File: config.mk
export PLATFORM = sky130hd
export DESIGN_NAME = sync_search_controller
export DESIGN_NICKNAME = d
export VERILOG_FILES = /design/src/rtl/sync_search_controller.sv
export SDC_FILE = /design/constraint.sdc
export NUM_CORES = 1
export LEC_CHECK = 0
export CORE_MARGIN = 1.5
export CORE_UTILIZATION = 50
export DETAILED_ROUTE_END_ITERATION = 10
export PLACE_DENSITY = 0.86
export SLEW_MARGIN = 10
export SYNTH_ARGS = -nofsm -noshare
export SYNTH_HDL_FRONTEND = slang
export SYNTH_SLANG_ARGS = --single-unit
File: constraint.sdc
create_clock -name clk -period 2.9 [get_ports clk]
set_clock_uncertainty 0.15 [all_clocks]
set_input_delay 0.725 -clock clk [delete_from_list [all_inputs] [get_ports clk]]
set_output_delay 0.725 -clock clk [all_outputs]
set_load 0.02 [all_outputs]
File: src/rtl/sync_search_controller.sv
// Synchronisation search sequencer: sweeps LLR phase x depuncture offset hypotheses and
// declares/drops lock on runs of good/bad windows. Optional stats outputs: SYNC_CTRL_STATS_EN.
module sync_search_controller #(
  parameter int PHASE_NUM  = 4,
  parameter int DEPERF_NUM = 2,
  parameter int CNT_W      = 8,
  localparam int PH_W = $clog2(PHASE_NUM),
  localparam int DP_W = (DEPERF_NUM > 1) ? $clog2(DEPERF_NUM) : 1
) (
  input  logic             clk,
  input  logic             reset,
  input  logic             i_enable,
  input  logic             i_period_done,
  input  logic             i_period_good,
  input  logic [CNT_W-1:0] i_settle_periods,
  input  logic [CNT_W-1:0] i_confirm_periods,
  input  logic [CNT_W-1:0] i_loss_periods,
  output logic             o_llr_reset,
  output logic             o_next_phase,
  output logic             o_deperf_next_st,
  output logic             o_is_sync,
  output logic [PH_W-1:0]  o_phase_idx,
  output logic [DP_W-1:0]  o_deperf_idx,
  output logic             o_sweep_done
`ifdef SYNC_CTRL_STATS_EN
  ,
  output logic [15:0]      o_sweep_cnt,
  output logic [15:0]      o_loss_cnt
`endif
);

  typedef enum logic [2:0] {IDLE, START, SETTLE, EVAL, LOCKED} state_t;

  state_t           state_q, state_d;
  logic [CNT_W-1:0] settle_cnt_q, settle_cnt_d;
  logic [CNT_W-1:0] good_cnt_q, good_cnt_d;
  logic [CNT_W-1:0] bad_cnt_q, bad_cnt_d;
  logic [PH_W-1:0]  phase_q, phase_d;
  logic [DP_W-1:0]  deperf_q, deperf_d;
  logic             llr_reset_q, llr_reset_d;
  logic             next_phase_q, next_phase_d;
  logic             deperf_next_q, deperf_next_d;
  logic             is_sync_q, is_sync_d;
  logic             sweep_done_q, sweep_done_d;

  logic [CNT_W-1:0] confirm_eff, loss_eff, good_inc, bad_inc, settle_inc;
  logic             settle_zero;

  function automatic logic [CNT_W-1:0] sat_inc(input logic [CNT_W-1:0] v);
    return (&v) ? v : v + 1'b1;
  endfunction

  assign confirm_eff = (i_confirm_periods == '0) ? CNT_W'(1) : i_confirm_periods;
  assign loss_eff    = (i_loss_periods == '0) ? CNT_W'(1) : i_loss_periods;
  assign settle_zero = (i_settle_periods == '0);
  assign good_inc    = sat_inc(good_cnt_q);
  assign bad_inc     = sat_inc(bad_cnt_q);
  assign settle_inc  = sat_inc(settle_cnt_q);

  always_comb begin
    state_d       = state_q;
    settle_cnt_d  = settle_cnt_q;
    good_cnt_d    = good_cnt_q;
    bad_cnt_d     = bad_cnt_q;
    phase_d       = phase_q;
    deperf_d      = deperf_q;
    is_sync_d     = is_sync_q;
    llr_reset_d   = 1'b0;
    next_phase_d  = 1'b0;
    deperf_next_d = 1'b0;
    sweep_done_d  = 1'b0;
    if (!i_enable) begin
      state_d      = IDLE;
      settle_cnt_d = '0;
      good_cnt_d   = '0;
      bad_cnt_d    = '0;
      is_sync_d    = 1'b0;
    end else begin
      case (state_q)
        IDLE: begin
          state_d   = START;
          is_sync_d = 1'b0;
        end
        START: begin
          llr_reset_d  = 1'b1;
          phase_d      = '0;
          deperf_d     = '0;
          settle_cnt_d = '0;
          good_cnt_d   = '0;
          bad_cnt_d    = '0;
          is_sync_d    = 1'b0;
          state_d      = settle_zero ? EVAL : SETTLE;
        end
        SETTLE: begin
          if (settle_zero) begin
            state_d = EVAL;
          end else if (i_period_done) begin
            if (settle_inc >= i_settle_periods) begin
              state_d      = EVAL;
              settle_cnt_d = '0;
            end else begin
              settle_cnt_d = settle_inc;
            end
          end
        end
        EVAL: begin
          if (i_period_done) begin
            if (i_period_good) begin
              good_cnt_d = good_inc;
              if (good_inc >= confirm_eff) begin
                state_d    = LOCKED;
                good_cnt_d = '0;
                bad_cnt_d  = '0;
                is_sync_d  = 1'b1;
              end
            end else begin
              // Bad window: step to the next phase; phase wrap carries into the offset.
              good_cnt_d   = '0;
              settle_cnt_d = '0;
              state_d      = settle_zero ? EVAL : SETTLE;
              next_phase_d = 1'b1;
              if (phase_q == PH_W'(PHASE_NUM - 1)) begin
                phase_d       = '0;
                deperf_next_d = 1'b1;
                if (deperf_q == DP_W'(DEPERF_NUM - 1)) begin
                  deperf_d     = '0;
                  sweep_done_d = 1'b1;
                  llr_reset_d  = 1'b1;
                end else begin
                  deperf_d = deperf_q + 1'b1;
                end
              end else begin
                phase_d = phase_q + 1'b1;
              end
            end
          end
        end
        LOCKED: begin
          is_sync_d = 1'b1;
          if (i_period_done) begin
            if (i_period_good) begin
              bad_cnt_d = '0;
            end else if (bad_inc >= loss_eff) begin
              bad_cnt_d = '0;
              is_sync_d = 1'b0;
              state_d   = START;
            end else begin
              bad_cnt_d = bad_inc;
            end
          end
        end
        default: state_d = IDLE;
      endcase
    end
  end

  always_ff @(posedge clk) begin
    if (reset) begin
      state_q       <= IDLE;
      settle_cnt_q  <= '0;
      good_cnt_q    <= '0;
      bad_cnt_q     <= '0;
      phase_q       <= '0;
      deperf_q      <= '0;
      llr_reset_q   <= 1'b0;
      next_phase_q  <= 1'b0;
      deperf_next_q <= 1'b0;
      is_sync_q     <= 1'b0;
      sweep_done_q  <= 1'b0;
    end else begin
      state_q       <= state_d;
      settle_cnt_q  <= settle_cnt_d;
      good_cnt_q    <= good_cnt_d;
      bad_cnt_q     <= bad_cnt_d;
      phase_q       <= phase_d;
      deperf_q      <= deperf_d;
      llr_reset_q   <= llr_reset_d;
      next_phase_q  <= next_phase_d;
      deperf_next_q <= deperf_next_d;
      is_sync_q     <= is_sync_d;
      sweep_done_q  <= sweep_done_d;
    end
  end

  assign o_llr_reset      = llr_reset_q;
  assign o_next_phase     = next_phase_q;
  assign o_deperf_next_st = deperf_next_q;
  assign o_is_sync        = is_sync_q;
  assign o_phase_idx      = phase_q;
  assign o_deperf_idx     = deperf_q;
  assign o_sweep_done     = sweep_done_q;

`ifdef SYNC_CTRL_STATS_EN
  logic [15:0] sweep_cnt_q, loss_cnt_q;
  logic        lost;

  assign lost = (state_q == LOCKED) && (state_d == START);

  always_ff @(posedge clk) begin
    if (reset) begin
      sweep_cnt_q <= '0;
      loss_cnt_q  <= '0;
    end else begin
      if (sweep_done_d && !(&sweep_cnt_q)) sweep_cnt_q <= sweep_cnt_q + 1'b1;
      if (lost && !(&loss_cnt_q))          loss_cnt_q  <= loss_cnt_q + 1'b1;
    end
  end

  assign o_sweep_cnt = sweep_cnt_q;
  assign o_loss_cnt  = loss_cnt_q;
`endif

endmodule

==> flow_summary.html, run 1 <==
<table>
<tr><th>Metric</th><th>Value</th></tr>
<tr><th colspan="2">Status</th></tr>
<tr><td>Run status</td><td>finished, violations left</td></tr>
<tr><td>Failing checks</td><td>setup timing</td></tr>
<tr><th colspan="2">Timing</th></tr>
<tr><td>Final worst-path cycle share</td><td>1.05</td></tr>
<tr><td>Final worst hold slack</td><td>0.337 ns</td></tr>
<tr><td>Unrepaired setup endpoints after global routing</td><td>true</td></tr>
<tr><td>FMAX</td><td>330 MHz</td></tr>
<tr><td>Post-layout minimum cycle time</td><td>3.03 ns</td></tr>
<tr><td>Post-layout worst setup margin</td><td>-0.133 ns</td></tr>
<tr><td>Actual transition at the worst max-transition pin</td><td>0.496 ns</td></tr>
<tr><td>Remaining max-slew budget at the tightest pin</td><td>0.669</td></tr>
<tr><td>Setup violation total in the final timing report</td><td>9</td></tr>
<tr><td>Fin. Hold Viols</td><td>0</td></tr>
<tr><td>Max-slew violation total from the final report</td><td>0</td></tr>
<tr><th colspan="2">Drt</th></tr>
<tr><td># DRC</td><td>0</td></tr>
<tr><td>DR WL/cell</td><td>18.4 um</td></tr>
<tr><td>Detailed router's first-iteration violation count</td><td>287</td></tr>
<tr><td>Via count</td><td>3037</td></tr>
<tr><td>Wire length after detailed routing</td><td>8850 um</td></tr>
<tr><td>Via-per-instance ratio</td><td>6.31</td></tr>
<tr><td>Number of nets with antenna violations after detailed routing</td><td>0</td></tr>
<tr><td>Initial DRT Pass Iterations</td><td>5</td></tr>
<tr><th colspan="2">Finish</th></tr>
<tr><td># diodes</td><td>0</td></tr>
<tr><td>Fraction of layout cells with a size suffix above 1</td><td>0.331</td></tr>
<tr><td>Area grow syn2layout</td><td>46.7%</td></tr>
<tr><td>Post-route non-filler standard cell count</td><td>481</td></tr>
<tr><td>Filler cell count in the final layout</td><td>354</td></tr>
<tr><td>Design Area, Final</td><td>3920 um^2</td></tr>
<tr><td>Final Net Count</td><td>467</td></tr>
<tr><td>Commonest non-fill, non-tap cell in the layout</td><td>sky130_fd_sc_hd__buf_4</td></tr>
<tr><td>Commonest non-fill, non-tap cells in the layout</td><td>sky130_fd_sc_hd__buf_4, sky130_fd_sc_hd__nand2_1, sky130_fd_sc_hd__a21oi_1, sky130_fd_sc_hd__dfxtp_1, sky130_fd_sc_hd__clkdlybuf4s50_1</td></tr>
<tr><th colspan="2">Pwr</th></tr>
<tr><td>Switching pwr</td><td>0.286 mW</td></tr>
<tr><td>Proportion of power drawn by the clock network</td><td>0.339</td></tr>
<tr><td>Net Sw Frac</td><td>0.279</td></tr>
<tr><td>Power per cell area</td><td>262 nW/um^2</td></tr>
<tr><td>Leakage component of the power</td><td>1.65 nW</td></tr>
<tr><td>Int Pwr</td><td>0.741 mW</td></tr>
<tr><td>Logic gate share of total power</td><td>0.186</td></tr>
<tr><td>Largest voltage drop on the vdd net</td><td>0.289 mV</td></tr>
<tr><td>Sequential group share of total power</td><td>0.475</td></tr>
<tr><th colspan="2">Clock tree</th></tr>
<tr><td>Clock Pin Slew Worst Setup and Hold Paths</td><td>0.07 ns</td></tr>
<tr><td>Total number of H-tree levels</td><td>2</td></tr>
<tr><td>Clk root buf</td><td>sky130_fd_sc_hd__clkbuf_8</td></tr>
<tr><td>Number of buffers inserted for hold repair after clock tree synthesis</td><td>0</td></tr>
<tr><td>Total clock buffers created by CTS</td><td>5</td></tr>
<tr><td>Clock tree sinks</td><td>35</td></tr>
<tr><td>Clock insertion delay at the later pin of the skew report</td><td>0.29 ns</td></tr>
<tr><td>CTS tree</td><td>yes</td></tr>
<tr><td>Buffer levels on the longest clock path</td><td>2</td></tr>
<tr><th colspan="2">Synth</th></tr>
<tr><td>Part of the Yosys area used for sequential elements</td><td>0.262</td></tr>
<tr><td>Number of flops mapped to enable cells by yosys</td><td>0</td></tr>
<tr><td>Register bit count reported by yosys</td><td>35</td></tr>
<tr><td>Nets in the synthesized netlist</td><td>388</td></tr>
<tr><td>Portion of synthesized cell area occupied by the leading cell type</td><td>0.262</td></tr>
<tr><td>Distinct cell type count of the synthesized netlist</td><td>55</td></tr>
<tr><td>Primary flip-flop cell chosen by synthesis mapping</td><td>sky130_fd_sc_hd__dfxtp_1</td></tr>
<tr><td>Cell count after synthesis</td><td>331</td></tr>
<tr><td>Leading area contributor after synthesis</td><td>sky130_fd_sc_hd__dfxtp_1</td></tr>
<tr><td>Warnings, synthesis</td><td>0</td></tr>
<tr><td>Share of flip-flops with an asynchronous set or reset after synthesis</td><td>0</td></tr>
<tr><td>Syn_area_per_cell</td><td>8.08 um^2</td></tr>
<tr><td>Area of the mapped netlist</td><td>2670 um^2</td></tr>
<tr><td>Dominant cells by area after synthesis</td><td>sky130_fd_sc_hd__dfxtp_1, sky130_fd_sc_hd__ha_1, sky130_fd_sc_hd__a21oi_1, sky130_fd_sc_hd__nand3_1, sky130_fd_sc_hd__nand2_1</td></tr>
<tr><th colspan="2">Floorplanning</th></tr>
<tr><td>Overall die height</td><td>76.1 um</td></tr>
<tr><td>Total I/O pin count</td><td>37</td></tr>
<tr><td>Number of placement rows</td><td>26</td></tr>
<tr><td>Effective utilization at floorplan</td><td>0.520</td></tr>
<tr><td>Core Footprint</td><td>5140 um^2</td></tr>
<tr><td>Total Die Area</td><td>5800 um^2</td></tr>
<tr><td>Die width</td><td>76.1 um</td></tr>
<tr><th colspan="2">Min path</th></tr>
<tr><td>Class of the tightest hold or removal check</td><td>register to register</td></tr>
<tr><th colspan="2">Setup path</th></tr>
<tr><td>Sort of element at the end of the critical path</td><td>register</td></tr>
<tr><td>Critical Path AT</td><td>3.09 ns</td></tr>
<tr><td>Kind of critical path</td><td>register to register</td></tr>
<tr><td>Largest fanout on the critical path</td><td>4</td></tr>
<tr><td>CP Launch Type</td><td>register</td></tr>
<tr><td>Required time of the worst setup path</td><td>2.96 ns</td></tr>
<tr><th colspan="2">GRT</th></tr>
<tr><td>Vias in the first global route</td><td>2697</td></tr>
<tr><td>Total track usage</td><td>0.254</td></tr>
<tr><td>Largest net degree at the start of global routing</td><td>23</td></tr>
<tr><td>Top Usage Layer GRT</td><td>met2</td></tr>
<tr><td>Met2 global-route usage</td><td>0.451</td></tr>
<tr><td>Initial antenna violation count</td><td>0</td></tr>
<tr><td>Met3 usage</td><td>0.0407</td></tr>
<tr><td>Met1 demand-to-capacity share in global routing</td><td>0.317</td></tr>
<tr><td>Global-route wire length before repair</td><td>12200 um</td></tr>
<tr><td>GRT overflow</td><td>0</td></tr>
<tr><th colspan="2">Placed design</th></tr>
<tr><td>Number of input and output port buffers inserted</td><td>36</td></tr>
<tr><td>Detailed placer's ending HPWL</td><td>5360 um</td></tr>
<tr><td>Placed Area</td><td>3420 um^2</td></tr>
<tr><td>Global placement routability congestion</td><td>0.917</td></tr>
<tr><td>Post-Place Cells</td><td>462</td></tr>
<tr><th colspan="2">Flow run</th></tr>
<tr><td>Max Cap Viol</td><td>0</td></tr>
</table>
==> kinds of logic after synthesis <==
logic type,after synthesis,synth area share
AOI/OAI and AO/OA,88,0.221
xor gates and xnor gates,10,0.0328
muxes,6,0.0239
buffers and inverters,36,0.0599
adders and majority gates,28,0.131
and+or+nand+nor,128,0.269
DFF,35,0.262
==> worst max-delay path, stage by stage (launching register included) <==
cell                        delay [ns]
sky130_fd_sc_hd__dfxtp_2          0.34
sky130_fd_sc_hd__ha_4             0.17
sky130_fd_sc_hd__and2_4           0.17
sky130_fd_sc_hd__nand4_1          0.13
sky130_fd_sc_hd__buf_4            0.15
sky130_fd_sc_hd__nand4_1          0.17
sky130_fd_sc_hd__xnor2_2          0.22
sky130_fd_sc_hd__ha_2             0.33
sky130_fd_sc_hd__nand3_2          0.10
sky130_fd_sc_hd__nor2_1           0.21
sky130_fd_sc_hd__o2bb2ai_4        0.17
sky130_fd_sc_hd__o21ai_2          0.12
sky130_fd_sc_hd__or3_1            0.37
sky130_fd_sc_hd__a21oi_1          0.14
==> path summary, 6_finish.rpt <==
path                        startpoint                   endpoint  slack, ns  cells past startpoint
max          bad_cnt_q[1]$_SDFFE_PP0P_    state_q[0]$_SDFFE_PP0P_      -0.13                     13
min          bad_cnt_q[4]$_SDFFE_PP0P_  bad_cnt_q[4]$_SDFFE_PP0P_       0.34                      2
max reg2reg  bad_cnt_q[1]$_SDFFE_PP0P_    state_q[0]$_SDFFE_PP0P_      -0.13                     13
min reg2reg  bad_cnt_q[4]$_SDFFE_PP0P_  bad_cnt_q[4]$_SDFFE_PP0P_       0.34                      2
==> sequential cells by signal, summed over array words and instances (netlist names) <==
signal / count
o_phase_idx: 2
o_is_sync: 1
o_deperf_next_st: 1
o_sweep_done: 1
bad_cnt_q: 8
settle_cnt_q: 8
o_llr_reset: 1
o_deperf_idx: 1
o_next_phase: 1
state_q: 3
good_cnt_q: 8
==> area by class of cell <==
type                            count  area (um^2)  area share
Timing Repair Buffer               82          744       0.190
Inverter                           26          103      0.0262
Clock inverter                      1         5.00     0.00128
Sequential cell                    35          721       0.184
Clock buffer                        7         76.3      0.0195
Multi-Input combinational cell    260         2180       0.557
Tap cell                           70         87.6      0.0223
==> synth_stat cells, types with 3 or more instances <==
cell	number
sky130_fd_sc_hd__nand4_1	6
sky130_fd_sc_hd__inv_1	25
sky130_fd_sc_hd__dfxtp_1	35
sky130_fd_sc_hd__nor3_2	3
sky130_fd_sc_hd__ha_1	28
sky130_fd_sc_hd__mux2i_1	3
sky130_fd_sc_hd__a21o_1	6
sky130_fd_sc_hd__a31oi_1	6
sky130_fd_sc_hd__and3_1	5
sky130_fd_sc_hd__nor3_1	3
sky130_fd_sc_hd__nand4b_1	4
sky130_fd_sc_hd__nand2b_1	8
sky130_fd_sc_hd__or3_1	3
sky130_fd_sc_hd__a21oi_1	34
sky130_fd_sc_hd__or3b_1	3
sky130_fd_sc_hd__xnor2_1	10
sky130_fd_sc_hd__a22oi_1	6
sky130_fd_sc_hd__o21a_1	4
sky130_fd_sc_hd__clkbuf_1	3
sky130_fd_sc_hd__buf_2	4
sky130_fd_sc_hd__mux2_2	3
sky130_fd_sc_hd__nand3_1	25
sky130_fd_sc_hd__nor2b_1	6
sky130_fd_sc_hd__nand2_1	27
sky130_fd_sc_hd__a211oi_1	3
sky130_fd_sc_hd__nor2_1	21
sky130_fd_sc_hd__o21ai_0	6
==> power groups by stage <==
stage | sequential [mW] | combinational (mW) | clock [mW]
floorplan | 0.495 | 0.0802 | 0
CTS | 0.488 | 0.172 | 0.338
detailed placement | 0.499 | 0.166 | 0
global placement | 0.499 | 0.161 | 0
finish | 0.488 | 0.191 | 0.348
global route | 0.489 | 0.203 | 0.372
==> per-layer routing <==
| metal | vias to the layer above | part of all wire |
|---|---|---|
| li1 | 1380 | - |
| met1 | 1424 | 0.39 |
| met2 | 184 | 0.49 |
| met3 | 49 | 0.077 |
| met4 | 0 | 0.044 |
| met5 | - | 0 |
==> stage by stage <==
step	power, mW	util	worst slack (ns)	setup TNS [ns]
after floorplan	0.575	-	-0.125	-0.394
after global placement	0.660	0.666	-0.318	-5.70
after detailed placement	0.666	0.666	-0.458	-9.65
after CTS	0.997	0.711	-0.00694	-0.0116
after global routing	1.06	0.763	-0.258	-2.59
final	1.03	0.763	-0.133	-0.478
==> what timing repair did <==
action,CTS,global route
pin swaps,28,32
cloned,1,0
setup buffers,7,4
resized for setup,33,57
setup endpoints to repair,24,28
Power figures use the tool's default switching activity.
==> run 2, diff against run 1 <==
--- a/config.mk
+++ b/config.mk
@@ -6,5 +6,5 @@
 export NUM_CORES = 1
 export LEC_CHECK = 0
-export CORE_MARGIN = 1.5
+export CORE_MARGIN = 2
 export CORE_UTILIZATION = 50
 export DETAILED_ROUTE_END_ITERATION = 10
==> constraint.sdc (replaced) <==
create_clock -name clk -period 2.9 [get_ports clk]
set_clock_uncertainty 0.15 [all_clocks]
set_input_delay 0.435 -clock clk [delete_from_list [all_inputs] [get_ports clk]]
set_output_delay 0.435 -clock clk [all_outputs]
set_load 0.02 [all_outputs]
==> run 2 against run 1 <==
Highest routed layer unchanged. The run still ends with setup timing left. Design area shrank 5.1%. Sequential share of layout area up 0.92 points. Maximum frequency increased by 0.35%. Worst setup slack improved by 0.010 ns. Non-clock buffer count fell by 8.
==> flow_summary.html, run 2 (same netlist as run 1, synthesis figures left out) <==
<table>
<tr><th>Metric</th><th>Value</th></tr>
<tr><th colspan="2">Floorplanning</th></tr>
<tr><td>Number of placement rows</td><td>26 (unchanged)</td></tr>
<tr><td>Effective utilization at floorplan</td><td>0.520 (unchanged)</td></tr>
<tr><td>Total Die Area</td><td>5950 um^2 (+2.6%)</td></tr>
<tr><td>Total I/O pin count</td><td>37 (unchanged)</td></tr>
<tr><td>Die width</td><td>77.1 um (+1.3%)</td></tr>
<tr><td>Overall die height</td><td>77.1 um (+1.3%)</td></tr>
<tr><td>Core Footprint</td><td>5140 um^2 (unchanged)</td></tr>
<tr><th colspan="2">GRT</th></tr>
<tr><td>GRT overflow</td><td>0 (unchanged)</td></tr>
<tr><td>Vias in the first global route</td><td>2606 (-3.4%)</td></tr>
<tr><td>Largest net degree at the start of global routing</td><td>31 (+35%)</td></tr>
<tr><td>Global-route wire length before repair</td><td>11600 um (-4.8%)</td></tr>
<tr><td>Initial antenna violation count</td><td>0 (unchanged)</td></tr>
<tr><td>Total track usage</td><td>0.238 (-0.0160)</td></tr>
<tr><th colspan="2">Clock tree</th></tr>
<tr><td>Total number of H-tree levels</td><td>2 (unchanged)</td></tr>
<tr><td>Clock insertion delay at the later pin of the skew report</td><td>0.31 ns (+0.02 ns)</td></tr>
<tr><td>Clock tree sinks</td><td>35 (unchanged)</td></tr>
<tr><td>CTS tree</td><td>yes</td></tr>
<tr><td>Clock Pin Slew Worst Setup and Hold Paths</td><td>0.08 ns (about the same)</td></tr>
<tr><td>Total clock buffers created by CTS</td><td>5 (unchanged)</td></tr>
<tr><td>Number of buffers inserted for hold repair after clock tree synthesis</td><td>0 (unchanged)</td></tr>
<tr><td>Clk root buf</td><td>sky130_fd_sc_hd__clkbuf_8</td></tr>
<tr><td>Buffer levels on the longest clock path</td><td>2 (unchanged)</td></tr>
<tr><th colspan="2">Setup path</th></tr>
<tr><td>Critical R2R Capture</td><td>state_q[2]$_SDFFE_PP0P_</td></tr>
<tr><td>Flop-to-flop setup slack</td><td>-0.12 ns (about the same)</td></tr>
<tr><td>CP Buf/Inv Count</td><td>0 (-1)</td></tr>
<tr><td>Worst stage delay on the critical path</td><td>0.39 ns (+0.02 ns)</td></tr>
<tr><td>Critical R2R Launch</td><td>good_cnt_q[0]$_SDFFE_PP0P_</td></tr>
<tr><td>CP Launch Type</td><td>register</td></tr>
<tr><td>CP delay by family, top</td><td>simple AND/OR/NAND/NOR gates</td></tr>
<tr><td>Slowest cell on crit path</td><td>sky130_fd_sc_hd__or3_1</td></tr>
<tr><td>Largest fanout on the critical path</td><td>5 (+1)</td></tr>
<tr><td>Required time of the worst setup path</td><td>2.98 ns (+0.02 ns)</td></tr>
<tr><td>Critical Path AT</td><td>3.11 ns (+0.02 ns)</td></tr>
<tr><td>Kind of critical path</td><td>register to register</td></tr>
<tr><td>Worst r2r path cells</td><td>12 (-1)</td></tr>
<tr><td>Worst path depth</td><td>12 (-1)</td></tr>
<tr><td>Sort of element at the end of the critical path</td><td>register</td></tr>
<tr><td>CP Cell Sequence</td><td>ha_4, and4_4, nand4_4, nand4_1, xnor2_2, ha_1, o211ai_1, o21a_1, o21ai_4, o2bb2ai_4, or3_1, a21oi_1</td></tr>
<tr><th colspan="2">Status</th></tr>
<tr><td>Run status</td><td>finished, violations left</td></tr>
<tr><td>Failing checks</td><td>setup timing</td></tr>
<tr><th colspan="2">Placed design</th></tr>
<tr><td>Number of input and output port buffers inserted</td><td>36 (unchanged)</td></tr>
<tr><td>Worst-case setup slack after placement</td><td>-0.146 ns (+0.311 ns)</td></tr>
<tr><td>Global placement routability congestion</td><td>0.883 (-3.7%)</td></tr>
<tr><td>Detailed placer's ending HPWL</td><td>5140 um (-4.0%)</td></tr>
<tr><th colspan="2">Drt</th></tr>
<tr><td>DR WL/cell</td><td>16.8 um (-8.7%)</td></tr>
<tr><td>Via count</td><td>2896 (-4.6%)</td></tr>
<tr><td>Initial DRT Pass Iterations</td><td>5 (unchanged)</td></tr>
<tr><td># DRC</td><td>0 (unchanged)</td></tr>
<tr><td>Detailed router's first-iteration violation count</td><td>354 (+23%)</td></tr>
<tr><td>Wire length after detailed routing</td><td>7940 um (-10%)</td></tr>
<tr><td>Number of nets with antenna violations after detailed routing</td><td>0 (unchanged)</td></tr>
<tr><td>Via-per-instance ratio</td><td>6.12 (-3.0%)</td></tr>
<tr><th colspan="2">Finish</th></tr>
<tr><td>Largest registers</td><td>bad_cnt_q x8, good_cnt_q x8, settle_cnt_q x8</td></tr>
<tr><td>Commonest non-fill, non-tap cell in the layout</td><td>sky130_fd_sc_hd__clkdlybuf4s50_1</td></tr>
<tr><td>Area grow syn2layout</td><td>39.2%</td></tr>
<tr><td>Filler cell count in the final layout</td><td>387 (+9.3%)</td></tr>
<tr><td>Commonest non-fill, non-tap cells in the layout</td><td>sky130_fd_sc_hd__clkdlybuf4s50_1, sky130_fd_sc_hd__buf_4, sky130_fd_sc_hd__dfxtp_1</td></tr>
<tr><td>Fraction of layout cells with a size suffix above 1</td><td>0.258 (-0.0728)</td></tr>
<tr><td># diodes</td><td>0 (unchanged)</td></tr>
<tr><td>Final core utilization</td><td>0.724 (-0.0387)</td></tr>
<tr><td>Final Net Count</td><td>459 (-1.7%)</td></tr>
<tr><th colspan="2">Timing</th></tr>
<tr><td>Setup violation total in the final timing report</td><td>19 (+10)</td></tr>
<tr><td>Post-layout worst setup margin</td><td>-0.122 ns (+0.0105 ns)</td></tr>
<tr><td>Max-slew violation total from the final report</td><td>0 (unchanged)</td></tr>
<tr><td>FMAX</td><td>331 MHz (+0.35%)</td></tr>
<tr><td>Remaining max-slew budget at the tightest pin</td><td>0.485 (-0.184)</td></tr>
<tr><td>Actual transition at the worst max-transition pin</td><td>0.768 ns (+0.272 ns)</td></tr>
<tr><td>Post-layout minimum cycle time</td><td>3.02 ns (-0.0105 ns)</td></tr>
<tr><td>Fin. Hold Viols</td><td>0 (unchanged)</td></tr>
<tr><td>Final worst-path cycle share</td><td>1.04 (-0.00361)</td></tr>
<tr><td>Unrepaired setup endpoints after global routing</td><td>true</td></tr>
<tr><th colspan="2">Min path</th></tr>
<tr><td>Launch instance of the worst min-delay path</td><td>o_phase_idx[1]$_SDFFE_PP0P_</td></tr>
<tr><td>Number of cells on the worst hold path</td><td>2 (unchanged)</td></tr>
<tr><td>Class of the tightest hold or removal check</td><td>register to register</td></tr>
<tr><td>Endpoint of the worst hold path</td><td>o_phase_idx[1]$_SDFFE_PP0P_</td></tr>
<tr><th colspan="2">Pwr</th></tr>
<tr><td>Leakage component of the power</td><td>1.53 nW (-7.2%)</td></tr>
<tr><td>Power per cell area</td><td>277 nW/um^2 (+5.7%)</td></tr>
<tr><td>Largest voltage drop on the vdd net</td><td>0.184 mV (-36%)</td></tr>
<tr><td>Power after layout</td><td>1.03 mW (+0.37%)</td></tr>
<tr><th colspan="2">Flow run</th></tr>
<tr><td>Max Cap Viol</td><td>0 (unchanged)</td></tr>
</table>
==> run 2: area by class of cell <==
cell class / count / area, um^2 / area share
clock buffers: 6 / 72.6 / 0.0195
clock inverters: 2 / 11.3 / 0.00303
inverters: 26 / 103 / 0.0276
multi-input cells: 260 / 2060 / 0.554
flip-flops and latches: 35 / 718 / 0.193
well taps: 70 / 87.6 / 0.0235
repair buffers: 74 / 669 / 0.180
==> run 2: metal layers <==
layer,part of all wire,track usage,wire length (um)
met1,0.40,0.292,3180
met2,0.49,0.411,3910
met3,0.080,0.0518,639
met4,0.026,0.0768,206
met5,0,0,0
==> run 2: tightest hold or removal path, stage by stage, from the launching register on <==
cell and delay (ns):
sky130_fd_sc_hd__dfxtp_1 0.33, sky130_fd_sc_hd__nand2b_1 0.07, sky130_fd_sc_hd__a21oi_1 0.05
==> run 2: report_power, final <==
group	total (mW)	switching, mW	internal, mW	leakage [nW]
Clock	0.375	0.206	0.169	0.0455
Combinational	0.169	0.0867	0.0824	1.20
Sequential	0.487	0.00773	0.479	0.286
Total	1.03	0.300	0.730	1.53
==> run 2: per-stage QoR <==
step                      hold slack [ns]  setup TNS, ns  cells  area [um^2]
after floorplan                     0.299         -0.394    331         2760
after global placement              0.318         -0.201    456         3350
after detailed placement            0.324          -1.16    456         3350
after CTS                           0.334        -0.0112    467         3480
after global routing                0.379          -4.71    473         3720
final                               0.348         -0.916    473         3720
==> run 2: worst max-delay path by stage <==
stage,endpoint,start,slack [ns]
finish,state_q[2]$_SDFFE_PP0P_,good_cnt_q[0]$_SDFFE_PP0P_,-0.12
global route,settle_cnt_q[0]$_SDFFE_PP0P_,settle_cnt_q[1]$_SDFFE_PP0P_,-0.26
CTS,settle_cnt_q[0]$_SDFFE_PP0P_,settle_cnt_q[1]$_SDFFE_PP0P_,-0.01
detailed placement,o_is_sync$_SDFFE_PP0P_,settle_cnt_q[1]$_SDFFE_PP0P_,-0.15
global placement,settle_cnt_q[0]$_SDFFE_PP0P_,settle_cnt_q[1]$_SDFFE_PP0P_,-0.07
floorplan,settle_cnt_q[0]$_SDFFE_PP0P_,settle_cnt_q[1]$_SDFFE_PP0P_,-0.13
==> run 2: what timing repair did <==
action / 4_1_cts / 5_1_grt
cloned: 0 / 1
buffers inserted: 3 / 5
resized for setup: 4 / 44
endpoints found under the setup margin: 16 / 28
pin swaps: 8 / 30
